`config.mk`:
```
export PLATFORM = sky130hd
export DESIGN_NAME = led_pwm
export DESIGN_NICKNAME = d
export VERILOG_FILES = /design/src/rtl/led_pkg.sv /design/src/rtl/led_pwm_chan.sv /design/src/rtl/led_pwm.sv
export SDC_FILE = /design/constraint.sdc
export NUM_CORES = 1
export LEC_CHECK = 0
export ABC_AREA = 1
export BUFFER_PORTS_ARGS = -buffer_cell sky130_fd_sc_hd__buf_2
export CORE_AREA = 10 10 108 110
export DETAILED_ROUTE_END_ITERATION = 10
export DIE_AREA = 0 0 118 120
export HOLD_SLACK_MARGIN = 0.02
export PLACE_DENSITY = 0.62
export SYNTH_ARGS = -nofsm -noshare
export SYNTH_HDL_FRONTEND = slang
export SYNTH_HIERARCHICAL = 1
export SYNTH_SLANG_ARGS = --single-unit
```
`constraint.sdc`:
```
create_clock -name clk -period 2.95 [get_ports clk]
set_input_delay 0 -clock clk [delete_from_list [all_inputs] [get_ports clk]]
set_output_delay 0 -clock clk [all_outputs]
set_load 0.05 [all_outputs]
```
`src/rtl/led_pkg.sv`:
```
// Register map offsets and CTRL bit positions shared by the LED PWM driver.
package led_pkg;

  localparam int unsigned REG_CTRL  = 0;
  localparam int unsigned REG_PRESC = 1;
  localparam int unsigned REG_FADE  = 2;
  localparam int unsigned REG_DUTY0 = 3;

  localparam int unsigned CTRL_EN  = 0;
  localparam int unsigned CTRL_INV = 1;

endpackage

```
`src/rtl/led_pwm_chan.sv`:
```
// One PWM channel: boundary-loaded duty shadow and registered compare output.
// LED_PWM_FADE_EN makes the shadow ramp toward the duty by at most the fade step.
module led_pwm_chan #(
  parameter int unsigned PWM_W = 8
) (
  input  logic             clk,
  input  logic             rst,
  input  logic             boundary,
  input  logic [PWM_W-1:0] duty,
  input  logic [7:0]       fade_step,
  input  logic [PWM_W-1:0] n,
  input  logic             enable,
  input  logic             invert,
  output logic             led
);

  logic [PWM_W-1:0] shadow_q, shadow_d;
  logic             led_q, led_d;

`ifdef LED_PWM_FADE_EN
  logic [PWM_W-1:0] diff;
`else
  logic unused_fade;
  assign unused_fade = ^fade_step;
`endif

  always_comb begin
    shadow_d = shadow_q;
`ifdef LED_PWM_FADE_EN
    diff = (duty >= shadow_q) ? (duty - shadow_q) : (shadow_q - duty);
`endif
    if (boundary) begin
`ifdef LED_PWM_FADE_EN
      // Step is strictly smaller than the distance here, so truncation is safe.
      if (fade_step == 8'd0 || fade_step >= 8'(diff)) begin
        shadow_d = duty;
      end else if (duty > shadow_q) begin
        shadow_d = shadow_q + fade_step[PWM_W-1:0];
      end else begin
        shadow_d = shadow_q - fade_step[PWM_W-1:0];
      end
`else
      shadow_d = duty;
`endif
    end
    led_d = (enable && (n < shadow_q)) ^ invert;
  end

  always_ff @(posedge clk) begin
    if (rst) begin
      shadow_q <= '0;
      led_q    <= 1'b0;
    end else begin
      shadow_q <= shadow_d;
      led_q    <= led_d;
    end
  end

  assign led = led_q;

endmodule

```
`src/rtl/led_pwm.sv`:
```
// Multi-channel PWM LED driver: register file, prescaler, period counter, bus.
// Optional fading of duty changes is enabled with LED_PWM_FADE_EN.
module led_pwm
  import led_pkg::*;
#(
  parameter int unsigned CHANNELS = 3,
  parameter int unsigned PWM_W    = 8,
  parameter int unsigned PRESC_W  = 8,
  parameter int unsigned ADDR_W   = 4
) (
  input  logic                clk,
  input  logic                rst,
  input  logic                rd_en,
  input  logic [ADDR_W-1:0]   addr,
  output logic [7:0]          rd_data,
  output logic                rd_valid,
  input  logic                wr_en,
  input  logic [7:0]          wr_data,
  output logic [CHANNELS-1:0] led
);

  logic [1:0]         ctrl_q, ctrl_d;
  logic [PRESC_W-1:0] presc_q, presc_d;
  logic [PRESC_W-1:0] pcnt_q, pcnt_d;
  logic [PWM_W-1:0]   n_q, n_d;
  logic [PWM_W-1:0]   duty_q [CHANNELS];
  logic [PWM_W-1:0]   duty_d [CHANNELS];
  logic [7:0]         rd_data_q, rd_data_d;
  logic               rd_valid_q;
  logic [7:0]         rdata;
  logic [7:0]         fade_step;
  logic               tick, boundary;

`ifdef LED_PWM_FADE_EN
  logic [7:0] fade_q, fade_d;
  assign fade_step = fade_q;
`else
  assign fade_step = 8'd0;
`endif

  // Read mux sees pre-write values, so a same-cycle read returns the old value.
  always_comb begin
    rdata = 8'd0;
    if (addr == ADDR_W'(REG_CTRL)) begin
      rdata = {6'd0, ctrl_q};
    end else if (addr == ADDR_W'(REG_PRESC)) begin
      rdata = 8'(presc_q);
    end else if (addr == ADDR_W'(REG_FADE)) begin
`ifdef LED_PWM_FADE_EN
      rdata = fade_q;
`endif
    end else begin
      for (int unsigned i = 0; i < CHANNELS; i++) begin
        if (addr == ADDR_W'(REG_DUTY0 + i)) rdata = 8'(duty_q[i]);
      end
    end
  end

  always_comb begin
    ctrl_d  = ctrl_q;
    presc_d = presc_q;
    duty_d  = duty_q;
`ifdef LED_PWM_FADE_EN
    fade_d  = fade_q;
`endif
    if (wr_en) begin
      if (addr == ADDR_W'(REG_CTRL)) ctrl_d = wr_data[1:0];
      if (addr == ADDR_W'(REG_PRESC)) presc_d = wr_data[PRESC_W-1:0];
`ifdef LED_PWM_FADE_EN
      if (addr == ADDR_W'(REG_FADE)) fade_d = wr_data;
`endif
      for (int unsigned i = 0; i < CHANNELS; i++) begin
        if (addr == ADDR_W'(REG_DUTY0 + i)) duty_d[i] = wr_data[PWM_W-1:0];
      end
    end
    rd_data_d = rd_en ? rdata : rd_data_q;
  end

  // Lowering PRESC below pcnt lets pcnt run on and wrap by overflow.
  always_comb begin
    tick     = (pcnt_q == presc_q);
    pcnt_d   = tick ? '0 : pcnt_q + 1'b1;
    n_d      = tick ? n_q + 1'b1 : n_q;
    boundary = tick && (n_q == '1);
  end

  always_ff @(posedge clk) begin
    if (rst) begin
      ctrl_q     <= '0;
      presc_q    <= '0;
      pcnt_q     <= '0;
      n_q        <= '0;
      duty_q     <= '{default: '0};
      rd_data_q  <= '0;
      rd_valid_q <= 1'b0;
`ifdef LED_PWM_FADE_EN
      fade_q     <= '0;
`endif
    end else begin
      ctrl_q     <= ctrl_d;
      presc_q    <= presc_d;
      pcnt_q     <= pcnt_d;
      n_q        <= n_d;
      duty_q     <= duty_d;
      rd_data_q  <= rd_data_d;
      rd_valid_q <= rd_en;
`ifdef LED_PWM_FADE_EN
      fade_q     <= fade_d;
`endif
    end
  end

  assign rd_data  = rd_data_q;
  assign rd_valid = rd_valid_q;

  for (genvar g = 0; g < CHANNELS; g++) begin : g_chan
    led_pwm_chan #(
      .PWM_W(PWM_W)
    ) u_chan (
      .clk      (clk),
      .rst      (rst),
      .boundary (boundary),
      .duty     (duty_q[g]),
      .fade_step(fade_step),
      .n        (n_q),
      .enable   (ctrl_q[CTRL_EN]),
      .invert   (ctrl_q[CTRL_INV]),
      .led      (led[g])
    );
  end

endmodule

```
==> summary.md, run 1 <==
| Metric | Value |
|---|---|
| Hold slack | `0.07461 ns` |
| Comb pwr share | `0.114` |
| Crit path DAT | `2.43 ns` |
| Maximum VDD drop | `approximately 0.29 mV` |
| Worst path depth | `10` |
| Reg2reg setup slack | `0.75 ns` |
| Gr usage total | `0.1492` |
| Gr ovfl total | `0` |
| Drt total wl | `10.40 mm` |
| Crit Path Max Fanout | `15` |
| Kind of cell adding the most delay to the critical path | `simple AND/OR/NAND/NOR gates` |
| Vias/cell | `4.969` |
| 1st-iter DRT viols | `202` |
| I/O Buffers | `27` |
| Die W | `118 µm` |
| Final hold violation count | `0` |
| Synth warn | `6` |
| Sw frac | `0.2662` |
| R2r endpoint | `g_chan[1].u_chan/shadow_q[3]` |
| Synth Net Count | `between 600 and 700` |
| Pwr dens | `approximately 510 nW/µm²` |
| End of the worst hold path | `ctrl_q[0]` |
| Total number of vias | `between 3,000 and 4,000` |
| Crit path launch type | `register` |
| Register share of total power | `0.510` |
| Drc violations | `0` |
| Avg Inst Size Synth | `7.249 µm²` |
| Die area | `about 14,000 µm²` |
| Max cap viols | `0` |
| Largest net degree at the start of global routing | `30` |
| Setup TNS Final | `0 ns` |
| Most Frequent Cell on Critical Path | `nor2_1` |
| Core Region | `approximately 9500 µm²` |
| Final setup viols | `0` |
| Inserted Diodes | `0` |
| Fill count | `1,025` |
| Buf/Inv on CP | `1` |
| Io pins | `28` |
| CTS Root Cell | `clkbuf_8` |
| CP cell instances | `xnor2_1, nand2_1, nor2_1, nand3_1, nor2_1, nand3_1, nor2_1, inv_1, o21ai_0, a21oi_1` |
| Switching pwr | `635.2 µW` |
| Worst path max stage delay | `0.41 ns` |
| Status | `completed` |
| Cell Rows | `36` |
| WP data required | `~3.2 ns` |
| Hold-critical path depth | `3` |
| Vias in the first global route | `roughly 3,500` |
| Worst skew pair latency | `0.36 ns` |
| Netlist Area Pre-Place | `4175 µm²` |
| Clk network pwr share | `0.376` |
| Internal | `around 1800 µW` |
| Finished Cell Area | `approximately 4700 µm²` |
| Clock buffer depth | `2` |
| Kind of critical path | `register to register` |
| Critical path capture point type | `register` |
| Layout Utilization | `0.4914` |
| RSZ-0062 raised after global routing | `false` |
| TritonCTS Buffers | `9` |
| Worst slew pin tran | `between 0.7 and 0.8 ns` |
| Nets | `646` |
| Post-CTS setup buffers | `0` |
| Die H | `120 µm` |
| Post-DP HPWL | `7.750 mm` |
| H-tree levels | `3` |
| GP Congestion | `about 0.85` |
| Worst hold-check path type | `input pin to register` |
| DR WL/cell | `13.96 µm` |
| Pleak | `0.001915 µW` |
| CTS tree | `yes` |
| Cell count after synthesis | `roughly 580` |
| Reg2Reg Launch Point | `pcnt_q[6]` |
| Max Fclk | `454.8 MHz` |
| Post-route minimum period | `about 2.2 ns` |
| Syn-to-layout area delta | `12.38%` |
| Slew Limit Fails | `0` |
| Clock sink count | `86` |
| Worst rel slew slack | `0.4883` |
| Layout cells sized above 1 | `0.1062` |
| Antenna viol nets, final | `0` |
| CTS clk-pin slew, worst paths | `roughly 0.090 ns` |
| Slowest stage cell on the critical path | `dfxtp_1` |
| Hold path startpoint | `wr_en` |
| Initial Util | `0.4372` |
| Worst Clk Skew | `0.008609 ns` |
| First-pass GRT wire length | `17.11 mm` |
| DRT Pass-1 Iters | `4` |
| Period utilization | `0.7453` |
| R2r worst-path depth | `10` |
| Placed Area | `4388 µm²` |
| Initial antenna violation count | `0` |
[tightest hold or removal path, cell delays in order]
cell and delay [ns]:
buf_2 0.21, nand3_1 0.12, a21oi_1 0.06
[how the worst max path moves through the flow]
stage | from | end | slack, ns
finish | pcnt_q[6] | g_chan[1].u_chan/shadow_q[3] | 0.75
global route | pcnt_q[5] | g_chan[2].u_chan/shadow_q[5] | 0.53
CTS | pcnt_q[6] | g_chan[0].u_chan/shadow_q[5] | 0.77
detailed placement | pcnt_q[6] | g_chan[1].u_chan/shadow_q[3] | 0.81
global placement | n_q[1] | g_chan[0].u_chan/shadow_q[2] | 0.88
floorplan | pcnt_q[6] | g_chan[0].u_chan/shadow_q[2] | 1.19
[stage by stage]
step           instances  worst slack, ns  total power, µW
5_1_grt              745           0.5280             2502
3_5_place_dp         720           0.8059             1507
3_3_place_gp         720           0.8820             1503
6_report             745           0.7513             2386
2_1_floorplan        576            1.192             1431
4_1_cts              745           0.7750             2412
[per-layer routing]
metal	up-vias	track usage	wire, µm
met5	-	0	0
li1	1928	-	-
met4	0	0.06260	227
met2	76	0.2542	5044
met1	1681	0.1806	4724
met3	17	0.02907	402
[sequential cells by signal, summed over array words and instances, names as in the netlist]
| register | cells |
|---|---|
| rd_valid | 1 |
| g_chan.u_chan/shadow_q | 24 |
| g_chan.u_chan/led | 3 |
| ctrl_q | 2 |
| pcnt_q | 8 |
| n_q | 8 |
| presc_q | 8 |
| duty_q | 24 |
| rd_data | 8 |
[area by class of cell]
| type | instances | area (µm²) | share of cell area |
|---|---|---|---|
| Sequential cell | 86 | 1722 | 0.3669 |
| Timing Repair Buffer | 37 | 232.7 | 0.04960 |
| Clock inverter | 6 | 86.33 | 0.01840 |
| Multi-Input combinational cell | 388 | 2038 | 0.4344 |
| Tap cell | 133 | 166.4 | 0.03547 |
| Inverter | 85 | 319.1 | 0.06800 |
| Clock buffer | 10 | 127.6 | 0.02720 |
[power by group through the flow]
stage	sequential (µW)	clock, µW	combinational [µW]
6_report	1220	897	273
5_1_grt	1220	964	318
4_1_cts	1220	921	275
3_5_place_dp	1240	0	264
3_3_place_gp	1240	0	260
2_1_floorplan	1240	0	193
[cells in the final DEF (no fill, tap or decap)]
cell             n
ha_1            23
dfxtp_1         86
buf_2           27
nor2_1          40
nor3_2           1
xor2_1           5
nand3_2          5
clkinv_2         2
bufinv_16        2
clkinv_4         1
nand2_1        116
nor3b_1          2
buf_4            1
a21oi_1         82
xnor2_1          4
nand4_1          8
clkinv_1         1
nor3_1           5
clkbuf_1         1
clkinvlp_4       1
dlygate4sd3_1    9
inv_2            2
o21ai_0         50
nor2_2           1
nor2_4           3
inv_1           82
o21ai_1          3
nand2_2         10
nand3b_1         3
clkbuf_8         9
nand3_1         27
[repair_timing]
item,in CTS,in global routing
endpoints found under the setup margin,0,0
hold buffers,9,0
endpoints found under the hold margin,32,0
resized for setup,0,0
No activity file was read; power rests on OpenSTA's default activity.
==> run 2, diff against run 1 <==
--- a/config.mk
+++ b/config.mk
@@ -11,7 +11,7 @@
 export DETAILED_ROUTE_END_ITERATION = 10
 export DIE_AREA = 0 0 118 120
 export HOLD_SLACK_MARGIN = 0.02
-export PLACE_DENSITY = 0.62
+export PLACE_DENSITY = 0.64
 export SYNTH_ARGS = -nofsm -noshare
 export SYNTH_HDL_FRONTEND = slang
 export SYNTH_HIERARCHICAL = 1
==> constraint.sdc (replaced) <==
create_clock -name clk -period 2 [get_ports clk]
set_input_delay 0 -clock clk [delete_from_list [all_inputs] [get_ports clk]]
set_output_delay 0 -clock clk [all_outputs]
set_load 0.05 [all_outputs]
==> run 2 against run 1 <==
  * Worst setup slack got worse by 0.69 ns
  * Critical path depth increased by 1
  * Register-to-register slack got worse by 0.69 ns
  * Sequential power increased by 45%
  * Via count increased by 1.5%
  * Die area unchanged
  * Count of clock-buffer cells in the layout increased by 1
  * Power increased by 51%
==> summary.md, run 2 (synthesized netlist as in run 1, its figures left out) <==
| Metric | Value |
|---|---|
| Status | `completed (unchanged)` |
| I/O Buffers | `27 (unchanged)` |
| Die W | `118 µm (unchanged)` |
| Hold slack | `0.06572 ns (was 0.07461 ns)` |
| Vias in the first global route | `3,502 (was 3,458)` |
| Slowest stage cell on the critical path | `dfxtp_2 (was dfxtp_1)` |
| Worst rel slew slack | `0.6489 (was 0.4883)` |
| Max Fclk | `515.3 MHz (was 454.8 MHz)` |
| Post-DP HPWL | `8.112 mm (was 7.750 mm)` |
| Final setup viols | `0 (unchanged)` |
| End of the worst hold path | `presc_q[3] (was ctrl_q[0])` |
| First-pass GRT wire length | `17.32 mm (was 17.11 mm)` |
| Drt total wl | `10.79 mm (was 10.40 mm)` |
| Biggest regs | `duty_q (24), g_chan.u_chan/shadow_q (24) (unchanged)` |
| Worst slew pin tran | `0.5261 ns (was 0.7667 ns)` |
| Worst Clk Skew | `0.01080 ns (was 0.008609 ns)` |
| Placed Area | `4486 µm² (was 4388 µm²)` |
| Worst hold-check path type | `input pin to register (unchanged)` |
| Clock buffer depth | `2 (unchanged)` |
| TritonCTS Buffers | `9 (unchanged)` |
| PnR worst setup slack | `0.05941 ns (was 0.7513 ns)` |
| Worst path max stage delay | `0.35 ns (was 0.41 ns)` |
| Nets | `667 (was 646)` |
| Commonest non-fill, non-tap cells in the layout | `nand2_1 (114), inv_1 (74), dfxtp_1 (74) (was nand2_1 (116), dfxtp_1 (86), inv_1 (82), a21oi_1 (82), o21ai_0 (50))` |
| Total number of vias | `3,757 (was 3,702)` |
| Final hold violation count | `0 (unchanged)` |
| Pleak | `0.002039 µW (was 0.001915 µW)` |
| Worst skew pair latency | `0.36 ns (about the same)` |
| Critical path capture point type | `register (unchanged)` |
| Reg2Reg Launch Point | `presc_q[2] (was pcnt_q[6])` |
| R2r worst-path depth | `11 (was 10)` |
| Inserted Diodes | `0 (unchanged)` |
| Clk network pwr share | `0.379 (was 0.376)` |
| Initial antenna violation count | `0 (unchanged)` |
| Die area | `14,160 µm² (unchanged)` |
| Max cap viols | `0 (unchanged)` |
| Setup TNS Final | `0 ns (unchanged)` |
| Antenna viol nets, final | `0 (unchanged)` |
| Kind of cell adding the most delay to the critical path | `simple AND/OR/NAND/NOR gates (unchanged)` |
| Finished Cell Area | `4997 µm² (was 4692 µm²)` |
| Setup slack at placement | `0.1151 ns (was 0.8059 ns)` |
| Kind of critical path | `register to register (unchanged)` |
| Buf/Inv on CP | `2 (was 1)` |
| Cell Rows | `36 (unchanged)` |
| Register share of total power | `0.492 (was 0.510)` |
| H-tree levels | `3 (unchanged)` |
| 1st-iter DRT viols | `184 (was 202)` |
| Slew Limit Fails | `0 (unchanged)` |
| GP Congestion | `0.8796 (was 0.8520)` |
| CP cell instances | `xnor2_2, nand2_2, nor2_4, nand3_2, nor2_2, nand3_1, nor2_2, buf_6, clkinvlp_4, o21ai_1, a21oi_2 (was xnor2_1, nand2_1, nor2_1, nand3_1, nor2_1, nand3_1, nor2_1, inv_1, o21ai_0, a21oi_1)` |
| Sw frac | `0.2606 (was 0.2662)` |
| Clock sink count | `86 (unchanged)` |
| Fill count | `974 (was 1,025)` |
| Crit path launch type | `register (unchanged)` |
| Hold path startpoint | `wr_en (unchanged)` |
| DRT Pass-1 Iters | `4 (unchanged)` |
| CTS tree | `yes (unchanged)` |
| WP data required | `2.25 ns (was 3.19 ns)` |
| Die H | `120 µm (unchanged)` |
| Crit path DAT | `2.19 ns (was 2.43 ns)` |
| Most Frequent Cell on Critical Path | `nor2_2 (was nor2_1)` |
| Layout Utilization | `0.5233 (was 0.4914)` |
| Io pins | `28 (unchanged)` |
| R2r endpoint | `g_chan[2].u_chan/shadow_q[1] (was g_chan[1].u_chan/shadow_q[3])` |
| Pwr dens | `721.4 nW/µm² (was 508.6 nW/µm²)` |
| Layout cells sized above 1 | `0.2041 (was 0.1062)` |
| Vias/cell | `4.911 (was 4.969)` |
| Maximum VDD drop | `0.3928 mV (was 0.2881 mV)` |
| Hold-critical path depth | `3 (unchanged)` |
| Post-route minimum period | `1.941 ns (was 2.199 ns)` |
| CTS clk-pin slew, worst paths | `0.08 ns (was 0.09 ns)` |
| DR WL/cell | `14.10 µm (was 13.96 µm)` |
| Crit Path Max Fanout | `6 (was 15)` |
| Reg2reg setup slack | `0.06 ns (was 0.75 ns)` |
| Comb pwr share | `0.129 (was 0.114)` |
| Gr usage total | `0.1500 (was 0.1492)` |
| RSZ-0062 raised after global routing | `true (was false)` |
| Largest net degree at the start of global routing | `29 (was 30)` |
| Commonest non-fill, non-tap cell in the layout | `nand2_1 (unchanged)` |
| Period utilization | `0.9703 (was 0.7453)` |
| Core Region | `9549 µm² (unchanged)` |
| Initial Util | `0.4372 (unchanged)` |
| Switching pwr | `939.7 µW (was 635.2 µW)` |
| Drc violations | `0 (unchanged)` |
| CTS Root Cell | `clkbuf_8 (unchanged)` |
| Gr ovfl total | `0 (unchanged)` |
| Syn-to-layout area delta | `19.69% (was 12.38%)` |
| Internal | `2666 µW (was 1751 µW)` |
-- run 2: cell types whose count changed in the layout (fill, tap and decap cells not counted), sizes merged --
cell      delta
clkinvlp     +5
inv          -3
clkbuf       +1
buf         +18
clkinv       -1
-- run 2: area by class of cell --
type | count | area [µm²] | area share
multi-input combinational | 388 | 2135 | 0.4271
sequential | 86 | 1742 | 0.3485
timing repair buffer | 55 | 380.4 | 0.07611
inverter | 85 | 330.3 | 0.06610
tap | 133 | 166.4 | 0.03330
clock buffer | 11 | 151.4 | 0.03030
clock inverter | 4 | 70.07 | 0.01402
timing repair inverter | 3 | 22.52 | 0.004507
-- run 2: tightest hold or removal path, stage by stage --
cell and delay [ns]:
buf_2 0.21, nand3_1 0.12, a21oi_1 0.06
-- run 2: how the worst max path moves through the flow --
| stage | start | endpoint | slack [ns] | depth (start not counted) |
|---|---|---|---|---|
| 6_report | presc_q[2] | g_chan[2].u_chan/shadow_q[1] | 0.06 | 11 |
| 5_1_grt | pcnt_q[5] | g_chan[2].u_chan/shadow_q[1] | -0.07 | 13 |
| 4_1_cts | presc_q[3] | g_chan[2].u_chan/shadow_q[4] | 0.09 | 11 |
| 3_5_place_dp | presc_q[3] | g_chan[2].u_chan/shadow_q[4] | 0.12 | 11 |
| 3_3_place_gp | presc_q[6] | g_chan[2].u_chan/shadow_q[3] | 0.17 | 11 |
| 2_1_floorplan | pcnt_q[6] | g_chan[0].u_chan/shadow_q[2] | 0.24 | 11 |
-- run 2: metal layers --
| metal | track usage | up-vias | share of wire | wire length [µm] |
|---|---|---|---|---|
| met5 | 0 | - | 0 | 0 |
| met4 | 0.07110 | 0 | 0.028 | 298 |
| met3 | 0.03047 | 25 | 0.036 | 391 |
| met2 | 0.2486 | 69 | 0.48 | 5168 |
| met1 | 0.1835 | 1699 | 0.46 | 4928 |
| li1 | - | 1964 | - | - |
-- run 2: timing repair --
item / 4_1_cts / 5_1_grt
hold buffers: 9 / 0
hold endpoints to repair: 33 / 0
buffers inserted: 0 / 4
setup endpoints to repair: 0 / 23
resized for setup: 0 / 71
-- run 2: through the flow --
stage / std cells / power, µW
detailed placement: 733 / 2250
global placement: 733 / 2239
CTS: 757 / 3618
finish: 765 / 3605
floorplan: 576 / 2111
global route: 765 / 3780
-- run 2: power by group through the flow --
stage          combinational, µW  clock [µW]  sequential, µW
2_1_floorplan                285           0            1830
3_3_place_gp                 427           0            1810
3_5_place_dp                 437           0            1810
4_1_cts                      453        1390            1770
5_1_grt                      533        1470            1780
6_report                     467        1370            1770
==> run 3, diff against run 2 <==
--- a/config.mk
+++ b/config.mk
@@ -5,11 +5,11 @@
 export SDC_FILE = /design/constraint.sdc
 export NUM_CORES = 1
 export LEC_CHECK = 0
-export ABC_AREA = 1
+export ABC_AREA = 0
 export BUFFER_PORTS_ARGS = -buffer_cell sky130_fd_sc_hd__buf_2
-export CORE_AREA = 10 10 108 110
+export CORE_AREA = 10 10 109 111
 export DETAILED_ROUTE_END_ITERATION = 10
-export DIE_AREA = 0 0 118 120
+export DIE_AREA = 0 0 119 121
 export HOLD_SLACK_MARGIN = 0.02
 export PLACE_DENSITY = 0.64
 export SYNTH_ARGS = -nofsm -noshare
==> run 3 against run 2 <==
  * Non-clock buffer count down 4
  * Cell count down 17%
  * Wire length down 6.0%
  * Clock skew up 0.0057 ns
  * Via count down 11%
  * Largest power group unchanged
  * Count of clock-buffer cells in the layout down 2
  * Critical path depth down 4
  * Power down 8.0%
  * Sequential power about the same
  * Sequential cell count unchanged
  * Worst setup slack better by 0.13 ns
==> summary.md, run 3 <==
| Metric | Value |
|---|---|
| Status | `completed (unchanged)` |
| Initial Util | `0.4422 (was 0.4372)` |
| Clock sink count | `86 (unchanged)` |
| Die H | `121 µm (was 120 µm)` |
| Netlist Area Pre-Place | `4263 µm² (was 4175 µm²)` |
| Pleak | `0.001864 µW (was 0.002039 µW)` |
| Gr ovfl total | `0 (unchanged)` |
| Final setup viols | `0 (unchanged)` |
| CTS clk-pin slew, worst paths | `0.10 ns (was 0.08 ns)` |
| Sw frac | `0.2856 (was 0.2606)` |
| Biggest regs | `duty_q (24), g_chan.u_chan/shadow_q (24) (unchanged)` |
| Vias/cell | `5.264 (was 4.911)` |
| GP Congestion | `0.8573 (was 0.8796)` |
| Layout Utilization | `0.5016 (was 0.5233)` |
| Post-DP HPWL | `7.659 mm (was 8.112 mm)` |
| Die W | `119 µm (was 118 µm)` |
| Internal | `2370 µW (was 2666 µW)` |
| Max Fclk | `552.4 MHz (was 515.3 MHz)` |
| Max cap viols | `0 (unchanged)` |
| Core Region | `9639 µm² (was 9549 µm²)` |
| RSZ-0062 raised after global routing | `false (was true)` |
| Cell count after synthesis | `456 (was 576)` |
| Kind of cell adding the most delay to the critical path | `simple AND/OR/NAND/NOR gates (unchanged)` |
| Crit Path Max Fanout | `10 (was 6)` |
| R2r worst-path depth | `7 (was 11)` |
| I/O Buffers | `27 (unchanged)` |
| Kind of critical path | `register to register (unchanged)` |
| Worst path depth | `7 (was 11)` |
| Crit path launch type | `register (unchanged)` |
| DR WL/cell | `16.02 µm (was 14.10 µm)` |
| Pwr dens | `686.2 nW/µm² (was 721.4 nW/µm²)` |
| Io pins | `28 (unchanged)` |
| Slowest stage cell on the critical path | `dfxtp_1 (was dfxtp_2)` |
| Syn-to-layout area delta | `13.41% (was 19.69%)` |
| Worst Clk Skew | `0.01649 ns (was 0.01080 ns)` |
| Final std cells w/o fill | `633 (was 765)` |
| Worst slew pin tran | `0.6685 ns (was 0.5261 ns)` |
| First-pass GRT wire length | `16.77 mm (was 17.32 mm)` |
| Layout cells sized above 1 | `0.1360 (was 0.2041)` |
| DRT Pass-1 Iters | `4 (unchanged)` |
| Register share of total power | `0.535 (was 0.492)` |
| Antenna viol nets, final | `0 (unchanged)` |
| Nets | `534 (was 667)` |
| CTS Root Cell | `clkbuf_8 (unchanged)` |
| Worst path max stage delay | `0.43 ns (was 0.35 ns)` |
| Vias in the first global route | `3,320 (was 3,502)` |
| Final hold violation count | `0 (unchanged)` |
| Setup TNS Final | `0 ns (unchanged)` |
| WP data required | `2.23 ns (was 2.25 ns)` |
| Synth warn | `6 (unchanged)` |
| Total number of vias | `3,332 (was 3,757)` |
| CTS tree | `yes (unchanged)` |
| Post-cts resize count | `0 (unchanged)` |
| Maximum VDD drop | `0.3337 mV (was 0.3928 mV)` |
| Commonest non-fill, non-tap cells in the layout | `dfxtp_1 (86), nor2_1 (81), mux2i_1 (58) (was nand2_1 (114), inv_1 (74), dfxtp_1 (74))` |
| Worst skew pair latency | `0.35 ns (was 0.36 ns)` |
| Worst rel slew slack | `0.5502 (was 0.6489)` |
| Switching pwr | `947.5 µW (was 939.7 µW)` |
| TritonCTS Buffers | `9 (unchanged)` |
| Period utilization | `0.9052 (was 0.9703)` |
| Cell Rows | `36 (unchanged)` |
| Drc violations | `0 (unchanged)` |
| Commonest non-fill, non-tap cell in the layout | `dfxtp_1 (was nand2_1)` |
| Drt total wl | `10.14 mm (was 10.79 mm)` |
| Avg Inst Size Synth | `9.348 µm² (was 7.249 µm²)` |
| Initial antenna violation count | `0 (unchanged)` |
| Comb pwr share | `0.111 (was 0.129)` |
| Gr usage total | `0.1414 (was 0.1500)` |
| Clk network pwr share | `0.354 (was 0.379)` |
| Largest net degree at the start of global routing | `33 (was 29)` |
| Die area | `14,400 µm² (was 14,160 µm²)` |
| Power, Total | `3317 µW (was 3605 µW)` |
| Critical path capture point type | `register (unchanged)` |
| 1st-iter DRT viols | `240 (was 184)` |
| Hold-critical path depth | `4 (was 3)` |
| CP cell instances | `xnor2_1, nand4_1, nor2_2, and3_1, buf_4, mux2i_1, nor2_1 (was xnor2_2, nand2_2, nor2_4, nand3_2, nor2_2, nand3_1, nor2_2, buf_6, clkinvlp_4, o21ai_1, a21oi_2)` |
| H-tree levels | `3 (unchanged)` |
| Clock buffer depth | `2 (unchanged)` |
| Number of placed instances, taps included | `606 (was 733)` |
| Fill count | `923 (was 974)` |
| Post-route minimum period | `1.810 ns (was 1.941 ns)` |
| Worst hold-check path type | `input pin to register (unchanged)` |
| Buf/Inv on CP | `1 (was 2)` |
| Slew Limit Fails | `0 (unchanged)` |
| Synth Net Count | `495 (was 615)` |
| Crit path DAT | `2.04 ns (was 2.19 ns)` |
| Inserted Diodes | `0 (unchanged)` |
-- run 3: final timing paths --
kind,startpoint,to,slack (ns)
worst max-delay path,pcnt_q[2],g_chan[0].u_chan/shadow_q[4],0.19
worst min-delay path,wr_en,ctrl_q[0],0.05
worst max register to register,pcnt_q[2],g_chan[0].u_chan/shadow_q[4],0.19
worst min register to register,rd_data[0],rd_data[0],0.49
-- run 3: cell type report --
cell class | count | area, µm² | share of cell area
inverter | 25 | 93.84 | 0.01941
sequential | 86 | 1722 | 0.3561
clock buffer | 9 | 123.9 | 0.02562
tap | 133 | 166.4 | 0.03442
timing repair buffer | 51 | 355.3 | 0.07350
clock inverter | 7 | 61.31 | 0.01268
multi-input combinational | 322 | 2312 | 0.4783
-- run 3: what timing repair did --
action,in CTS,in global routing
hold buffers,11,0
endpoints found under the hold margin,37,0
setup buffers,0,0
endpoints found under the setup margin,0,0
-- run 3: through the flow --
step / setup slack (ns) / instance area (µm²) / hold WS [ns]
finish: 0.1897 / 4835 / 0.04871
global route: 0.07341 / 4835 / 0.09310
CTS: 0.1859 / 4835 / 0.02349
detailed placement: 0.2326 / 4539 / 0.3030
global placement: 0.2786 / 4539 / 0.2880
floorplan: 0.09598 / 4263 / 0.1439
-- run 3: per-layer routing --
layer / part of all wire / vias to the layer above / global-route usage / wire [µm]
li1: - / 1686 / - / -
met1: 0.46 / 1580 / 0.1767 / 4703
met2: 0.49 / 54 / 0.2445 / 4941
met3: 0.037 / 12 / 0.02001 / 372
met4: 0.012 / 0 / 0.04656 / 121
met5: 0 / - / 0 / 0
-- run 3: worst min-delay path, stage by stage --
cell and delay, ns:
buf_2 0.15, nand2_1 0.08, nand2_1 0.07, a21oi_1 0.06
-- run 3: power groups by stage --
stage          Combinational, µW  Sequential [µW]  Clock, µW
6_report                     367             1780       1170
5_1_grt                      405             1780       1260
4_1_cts                      368             1780       1200
3_5_place_dp                 353             1820          0
3_3_place_gp                 348             1810          0
2_1_floorplan                223             1830          0
